===== config.mk =====
export PLATFORM = sky130hd
export DESIGN_NAME = mem_wb_stage
export DESIGN_NICKNAME = d
export VERILOG_FILES = /design/src/rtl/mem_wb_stage.sv
export SDC_FILE = /design/constraint.sdc
export NUM_CORES = 1
export LEC_CHECK = 0
export BUFFER_PORTS_ARGS = -buffer_cell sky130_fd_sc_hd__buf_2
export CORE_ASPECT_RATIO = 1.75
export CORE_UTILIZATION = 44
export CTS_BUF_LIST = sky130_fd_sc_hd__clkbuf_16
export CTS_CLUSTER_DIAMETER = 200
export CTS_CLUSTER_SIZE = 20
export DETAILED_ROUTE_END_ITERATION = 8
export PLACE_DENSITY = 0.77
export SLEW_MARGIN = 20
export SYNTH_ARGS = -nofsm -noshare
export SYNTH_HDL_FRONTEND = slang
export SYNTH_SLANG_ARGS = --single-unit

===== constraint.sdc =====
create_clock -name clk -period 1.75 [get_ports clk]
set_input_delay 0.175 -clock clk [delete_from_list [all_inputs] [get_ports clk]]
set_output_delay 0.175 -clock clk [all_outputs]
set_load 0.01 [all_outputs]

===== src/rtl/mem_wb_stage.sv =====
`default_nettype none
// +----------------------------------------------------------------------------+
// | Module      : mem_wb_stage                                                 |
// | Description : MEM/WB pipeline stage driving the integer register-file      |
// |               write port. Non-load results are written one cycle after     |
// |               acceptance. Loads park the stage in a wait state until the   |
// |               data memory returns a word, which is then byte/halfword      |
// |               aligned and sign/zero-extended. A bounded wait forces a      |
// |               completion with ERR_DATA and raises a sticky error flag.     |
// | Revision    : 1.0  initial release                                         |
// +----------------------------------------------------------------------------+
// | Ports                                                                      |
// |   clk           in   1  clock, rising edge                                 |
// |   rst           in   1  asynchronous active-high reset                     |
// |   ex_valid      in   1  upstream presents an instruction                   |
// |   ex_reg_w      in   1  instruction writes rd                              |
// |   ex_rd_addr    in   5  destination register                               |
// |   ex_wb_sel     in   2  00 ALU, 01 load, 10 PC+4, 11 ALU                   |
// |   ex_alu_result in  32  ALU result / load byte address                     |
// |   ex_pc4        in  32  link value                                         |
// |   ex_funct3     in   3  load size and signedness                           |
// |   dm_rvalid     in   1  read data valid pulse                              |
// |   dm_rdata      in  32  word-aligned read data                             |
// |   mem_stall     out  1  upstream must hold                                 |
// |   reg_w         out  1  register-file write enable pulse                   |
// |   rd_addr       out  5  register-file write address                        |
// |   wd            out 32  register-file write data                           |
// |   load_err      out  1  sticky load-timeout flag                           |
// +----------------------------------------------------------------------------+
module mem_wb_stage #(
  parameter int          TIMEOUT  = 256,
  parameter logic [31:0] ERR_DATA = 32'hDEAD_BEEF
) (
  input  logic        clk,
  input  logic        rst,
  input  logic        ex_valid,
  input  logic        ex_reg_w,
  input  logic [4:0]  ex_rd_addr,
  input  logic [1:0]  ex_wb_sel,
  input  logic [31:0] ex_alu_result,
  input  logic [31:0] ex_pc4,
  input  logic [2:0]  ex_funct3,
  input  logic        dm_rvalid,
  input  logic [31:0] dm_rdata,
  output logic        mem_stall,
  output logic        reg_w,
  output logic [4:0]  rd_addr,
  output logic [31:0] wd,
  output logic        load_err
);

  typedef enum logic [0:0] {
    S_IDLE      = 1'b0,
    S_WAIT_LOAD = 1'b1
  } state_t;

  // Counter only needs to reach TIMEOUT-1; TIMEOUT of 0 or 1 still gets a 1-bit counter.
  localparam int                 c_cnt_w    = (TIMEOUT > 1) ? $clog2(TIMEOUT) : 1;
  localparam logic [c_cnt_w-1:0] c_cnt_last = c_cnt_w'(TIMEOUT - 1);
  localparam logic [c_cnt_w-1:0] c_cnt_one  = c_cnt_w'(1);

  state_t             state_q,    state_d;
  logic [c_cnt_w-1:0] cnt_q,      cnt_d;
  logic               reg_w_q,    reg_w_d;
  logic [4:0]         rd_addr_q,  rd_addr_d;
  logic [31:0]        wd_q,       wd_d;
  logic               load_err_q, load_err_d;
  // Pending-load context captured on acceptance.
  logic [4:0]         ld_rd_q,    ld_rd_d;
  logic               ld_we_q,    ld_we_d;
  logic [2:0]         ld_f3_q,    ld_f3_d;
  logic [1:0]         ld_off_q,   ld_off_d;

  logic [7:0]         w_ld_byte;
  logic [15:0]        w_ld_half;
  logic [31:0]        w_ld_data;
  logic               w_timeout;

  // Load data alignment and extension. Halfwords use addr[1] only.
  always_comb begin
    w_ld_byte = dm_rdata[7:0];
    case (ld_off_q)
      2'd1:    w_ld_byte = dm_rdata[15:8];
      2'd2:    w_ld_byte = dm_rdata[23:16];
      2'd3:    w_ld_byte = dm_rdata[31:24];
      default: w_ld_byte = dm_rdata[7:0];
    endcase
    w_ld_half = ld_off_q[1] ? dm_rdata[31:16] : dm_rdata[15:0];
    case (ld_f3_q)
      3'b000:  w_ld_data = {{24{w_ld_byte[7]}}, w_ld_byte};
      3'b100:  w_ld_data = {24'h0, w_ld_byte};
      3'b001:  w_ld_data = {{16{w_ld_half[15]}}, w_ld_half};
      3'b101:  w_ld_data = {16'h0, w_ld_half};
      default: w_ld_data = dm_rdata;
    endcase
  end

  assign w_timeout = (TIMEOUT != 0) && (cnt_q == c_cnt_last);

  always_comb begin
    state_d    = state_q;
    cnt_d      = cnt_q;
    reg_w_d    = 1'b0;
    rd_addr_d  = rd_addr_q;
    wd_d       = wd_q;
    load_err_d = load_err_q;
    ld_rd_d    = ld_rd_q;
    ld_we_d    = ld_we_q;
    ld_f3_d    = ld_f3_q;
    ld_off_d   = ld_off_q;

    case (state_q)
      S_IDLE: begin
        cnt_d = '0;
        if (ex_valid) begin
          if (ex_wb_sel == 2'b01) begin
            ld_rd_d  = ex_rd_addr;
            ld_we_d  = ex_reg_w;
            ld_f3_d  = ex_funct3;
            ld_off_d = ex_alu_result[1:0];
            state_d  = S_WAIT_LOAD;
          end else begin
            reg_w_d   = ex_reg_w && (ex_rd_addr != 5'd0);
            rd_addr_d = ex_rd_addr;
            wd_d      = (ex_wb_sel == 2'b10) ? ex_pc4 : ex_alu_result;
          end
        end
      end
      S_WAIT_LOAD: begin
        // Real data takes priority over a coincident timeout.
        if (dm_rvalid) begin
          reg_w_d   = ld_we_q && (ld_rd_q != 5'd0);
          rd_addr_d = ld_rd_q;
          wd_d      = w_ld_data;
          state_d   = S_IDLE;
          cnt_d     = '0;
        end else if (w_timeout) begin
          reg_w_d    = ld_we_q && (ld_rd_q != 5'd0);
          rd_addr_d  = ld_rd_q;
          wd_d       = ERR_DATA;
          load_err_d = 1'b1;
          state_d    = S_IDLE;
          cnt_d      = '0;
        end else begin
          cnt_d = cnt_q + c_cnt_one;
        end
      end
      default: begin
        state_d = S_IDLE;
        cnt_d   = '0;
      end
    endcase
  end

  always_ff @(posedge clk or posedge rst) begin
    if (rst) begin
      state_q    <= S_IDLE;
      cnt_q      <= '0;
      reg_w_q    <= 1'b0;
      rd_addr_q  <= 5'd0;
      wd_q       <= 32'd0;
      load_err_q <= 1'b0;
      ld_rd_q    <= 5'd0;
      ld_we_q    <= 1'b0;
      ld_f3_q    <= 3'd0;
      ld_off_q   <= 2'd0;
    end else begin
      state_q    <= state_d;
      cnt_q      <= cnt_d;
      reg_w_q    <= reg_w_d;
      rd_addr_q  <= rd_addr_d;
      wd_q       <= wd_d;
      load_err_q <= load_err_d;
      ld_rd_q    <= ld_rd_d;
      ld_we_q    <= ld_we_d;
      ld_f3_q    <= ld_f3_d;
      ld_off_q   <= ld_off_d;
    end
  end

  assign mem_stall = (state_q == S_WAIT_LOAD);
  assign reg_w     = reg_w_q;
  assign rd_addr   = rd_addr_q;
  assign wd        = wd_q;
  assign load_err  = load_err_q;

endmodule
`default_nettype wire


; ---- Word-level counts from Yosys, hierarchy flattened
; Index checks and enable logic that the tools add are counted.
[totals]
inputBits = 111
register_bits = 59
wordCells = 60
[classes]
bitwise_logic = 2
mux = 27
eq_ne = 12
n_reduce_logical = 8
n_addsub = 1
[ops]
columns = operator, count
row1 = $mux 32, 5
row2 = $pmux 32 s4, 1
row3 = $pmux 32 s2, 1
row4 = $pmux 8 s3, 1
row5 = $mux 5, 4
row6 = $mux 16, 1
row7 = $mux 8, 2
row8 = $pmux 8 s2, 1
row9 = $pmux 5 s2, 1
row10 = $reduce_bool 5->1, 2
row11 = $reduce_and 3->1, 3
row12 = $add 8x1->8 const B, 1
row13 = $eq 8x8->1 const B, 1
row14 = $mux 1, 8
row15 = $eq 2x2->1 const B, 3
row16 = $eq 3x3->1 const B, 2
row17 = $eq 2x1->1 const B, 2
row18 = $ne 2x2->1 const B, 2
row19 = $pmux 1 s2, 2
row20 = $eq 3x1->1 const B, 1
row21 = $logic_not 3->1, 1
row22 = $ne 3x2->1 const B, 1
row23 = $logic_and 1x1->1, 2
row24 = $not 1->1, 2

; ---- Longest topological paths before layout
[depth]
ltp_word = 5
ltp_mapped = 8
ltp_nobuf = 6

; ---- Least setup slack after synthesis
; OpenSTA, ideal clock, no wires.
[synth_timing]
kind = reg2reg
startpoint = register cnt_q[0]
endpoint = register wd_q[21], in the netlist wd[21]
t_arrival_ns = 1.548
n_path_buf = 2
setup_time_ns = 0.118
path_stages_with_launch = 8
period_less_slack_ns = 1.666
setup_slack_ns = 0.084
t_required_ns = 1.632
cell_sequence = dfrtp_1 ha_1 nand4_1 o21ai_2 nand2_1 buf_4 buf_2 a21o_1
[synth_between]
elab_chain_cells = 3
[synth_lines]
columns = element, line_no
row1 = start: declaration, 63  ; logic [c_cnt_w-1:0] cnt_q, cnt_d;
row2 = start signal: assignment, 169  ; cnt_q <= cnt_d;
row3 = $eq 8x8->1, 98  ; assign w_timeout = (TIMEOUT != 0) && (cnt_q == c_cnt_last);
row4 = $ne 3x2->1 (no line), -
row5 = $reduce_and 3->1 (no line), -
row6 = end signal: assignment, 172  ; wd_q <= wd_d;
row7 = end: declaration, 66  ; logic [31:0] wd_q, wd_d;
; No other way between the ends.
; A chain may end at the register's enable or synchronous reset.

; ---- Worst setup path after layout
[layout_timing]
startpoint = register ld_off_q[1]
endpoint = register wd_q[19], in the netlist wd[19]
[layout_between]
elab_chain_cells = 5
elab_cells_between_ends = 8
cone_classes = 3 x eq/ne / 5 x mux
[layout_lines]
columns = element, line_no
row1 = start: declaration, 72  ; logic [1:0] ld_off_q, ld_off_d;
row2 = start signal: assignment, 177  ; ld_off_q <= ld_off_d;
row3 = $eq 2x2->1 or $eq 2x1->1 (tied branches), 82  ; case (ld_off_q)
row4 = $pmux 8 s3, 82
row5 = $pmux 32 s4 *, 89  ; case (ld_f3_q)
row6 = $mux 32 *, 131  ; if (dm_rvalid) begin
row7 = $pmux 32 s2 *, 112  ; case (state_q)
; Every way passes the cells marked *; elsewhere a longest branch is shown, timed or not.

==> flow_summary.json <==
{
  "antenna_found_initial": 0,
  "num_io_pins": 151,
  "placementRows": 44,
  "place_hpwl_um": 9097,
  "worstPathRequired_ns": 1.97,
  "arrival_ns": 1.96,
  "period_share_pct": 99.83,
  "fin_nets": 683,
  "cp-start-kind": "flop",
  "grt_max_degree": 60,
  "die_x_um": 71.45,
  "path_common_cell": "a211oi_2",
  "syn_nets": 516,
  "gp_congestion": 0.9699,
  "antennaDiodeCount": 0,
  "gr-usage-all-layers_pct": 27.43,
  "syn2layout_area_growth_pct": 40.94,
  "cp_num_buf_inv": 2,
  "die_area_um2": 8826,
  "grt_overflow": 0,
  "synth.avg_cell_area_um2": 9.192,
  "fmax_mhz": 572.4,
  "clkLatencyLatePin_ns": 0.33,
  "ctsLongestPathBuffers": 2,
  "antenna_left": 0,
  "cp-end-kind": "flop",
  "netlist_area_um2": 3714,
  "synth_seq_cells": 59,
  "cts.htree.levels": 3,
  "die_h_um": 123.5,
  "finalPower_mw": 5.566,
  "yosysMostFrequentCell": "dfrtp_1",
  "dr.pass1.iters": 4,
  "vias": 3855,
  "whs_ns": 0.06818,
  "fin_area_um2": 5234,
  "clockRootBuffer": "clkbuf_16",
  "status": "finished clean",
  "cts_made_buffers": 9,
  "p_per_area_nw_per_um2": 1063,
  "synth_ff_type": "dfrtp_1",
  "hold_viol": 0,
  "wl_per_cell_um": 17.70,
  "pre_cts_ws_ns": -0.04768,
  "placed_cell_area_um2": 4746,
  "drc_errors": 0,
  "ys_async_sr_fraction_pct": 100.0,
  "synthTopCellsByCount": "59 x dfrtp_1, 46 x nand2_1, 34 x nor2b_1, 33 x a211oi_1, 20 x a21o_1",
  "maxSlewViolCount": 0,
  "drv_cap": 0,
  "synth.distinct_cells": 53,
  "worst_slew_pin_slew_ns": 0.3919,
  "cts_tree": "done",
  "final.setup_skew_ns": 0.003961,
  "max_stage_delay_ns": 0.42,
  "first_global_vias": 3816,
  "start_util_pct": 44.97,
  "core_um2": 8258,
  "min_period_ns": 1.747,
  "drt_first_iter_violations": 198,
  "slowest_stage": "dfrtp_1",
  "drive_gt1_share_pct": 42.01,
  "hold_path.class": "input port to flop",
  "synth_cells": 404,
  "setup_violations": 0,
  "ys_top_cells_by_area": "dfrtp_1 40%, a211oi_1 6.7%, nor2b_1 5.7%",
  "routed_wl_um": 11830,
  "ir_drop_mv": 0.6037,
  "yosysWarnings": 0,
  "yosysSeqAreaShare_pct": 39.76,
  "crit_type": "flop to flop",
  "p_leak_nw": 2.480,
  "synth_top_area_share_pct": 39.76,
  "grt_pass1_wl_um": 18230,
  "crit_fanout": 11,
  "cp_top_family": "compound AO/OA/AOI/OAI gates",
  "cts_sinks": 59,
  "worstPathCellList": "buf_4 > mux2i_2 > nor4_1 > a211oi_2 > buf_12 > a211oi_2 > a21o_1",
  "vias_per_cell": 5.771,
  "place.port_buffers": 150,
  "synth_edf_count": 0,
  "utilization_pct": 63.38,
  "worst_slack_ns": 0.002944,
  "slew-limit-headroom_pct": 73.87,
  "grt_setup_unrepaired": "yes",
  "synth_area_leader_cell": "dfrtp_1",
  "cts.clk_slew.worst_paths_ns": 0.05
}
worst register-to-register path, stage by stage, from the launching register on:
cell and delay (ns):
dfrtp_1 0.42, buf_4 0.15, mux2i_2 0.22, nor4_1 0.09
a211oi_2 0.33, buf_12 0.20, a211oi_2 0.07, a21o_1 0.16
final timing paths:
| kind | slack [ns] | startpoint | endpoint | cells after the start |
|---|---|---|---|---|
| max | 0.003 | ld_off_q[1] | wd[19] | 7 |
| min | 0.07 | ex_funct3[0] | ld_f3_q[0] | 3 |
| max reg2reg | 0.003 | ld_off_q[1] | wd[19] | 7 |
| min reg2reg | 0.46 | load_err | load_err | 1 |
| max in group asynchronous | 1.01 | rst | ld_off_q[0] | 4 |
| min in group asynchronous | 0.45 | rst | wd[24] | 4 |
through the flow:
step	instances	TNS (ns)
finish	668	0
global route	668	-0.3923
CTS	664	-0.04016
detailed placement	646	-0.2335
global placement	646	-0.007969
floorplan	404	0
area by class of cell:
class,count,area [um2]
Multi-Input combinational cell,301,2142
Clock inverter,7,108.9
Clock buffer,9,225.2
Tap cell,92,115.1
Inverter,12,45.04
Sequential cell,59,1480
Timing Repair Buffer,188,1117
Fill cell,702,3024
registers in the layout, summed over array words and instances (netlist names), 2 cells and up:
register	count
ld_rd_q	5
rd_addr	5
ld_f3_q	3
cnt_q	8
wd	32
ld_off_q	2
routing by layer:
metal | wire, um | GRT usage, % | up-vias
met5 | 0 | 0 | -
met4 | 271 | 15.88 | 0
met3 | 583 | 5.949 | 22
met2 | 6607 | 51.01 | 159
met1 | 4363 | 27.66 | 1853
li1 | - | - | 1821
kinds of logic after synthesis:
| group | count (synthesis) | synth area share (%) |
|---|---|---|
| compound gates | 148 | 29.58 |
| simple gates | 124 | 16.95 |
| flops | 59 | 39.76 |
| buf+inv | 44 | 5.525 |
| mux | 23 | 6.671 |
| xor+xnor | 5 | 1.179 |
| fa+ha+maj | 1 | 0.3369 |
where the power goes:
group / leakage (nW) / switching [mW] / internal, mW
clock: 0.166 / 0.605 / 1.37
sequential: 0.721 / 0.185 / 1.62
combinational: 1.59 / 0.944 / 0.839
total: 2.48 / 1.73 / 3.83
repair_timing:
item	in CTS	in global routing
resized for setup	6	16
hold buffers	1	0
setup buffers	1	4
pin swaps	2	3
endpoints found under the hold margin	59	0
setup endpoints to repair	12	31
cells in the final DEF, fill, tap and decap left out, drive strengths merged, types with 9 or more instances in the layout:
cell type / n
o21ai: 28
buf: 187
a21o: 20
nand2: 46
nand3: 10
clkbuf: 9
nor2: 11
mux2: 14
mux2i: 9
a21oi: 12
inv: 14
dfrtp: 59
a211oi: 44
nor2b: 34
(Power assumes the default switching activity.)
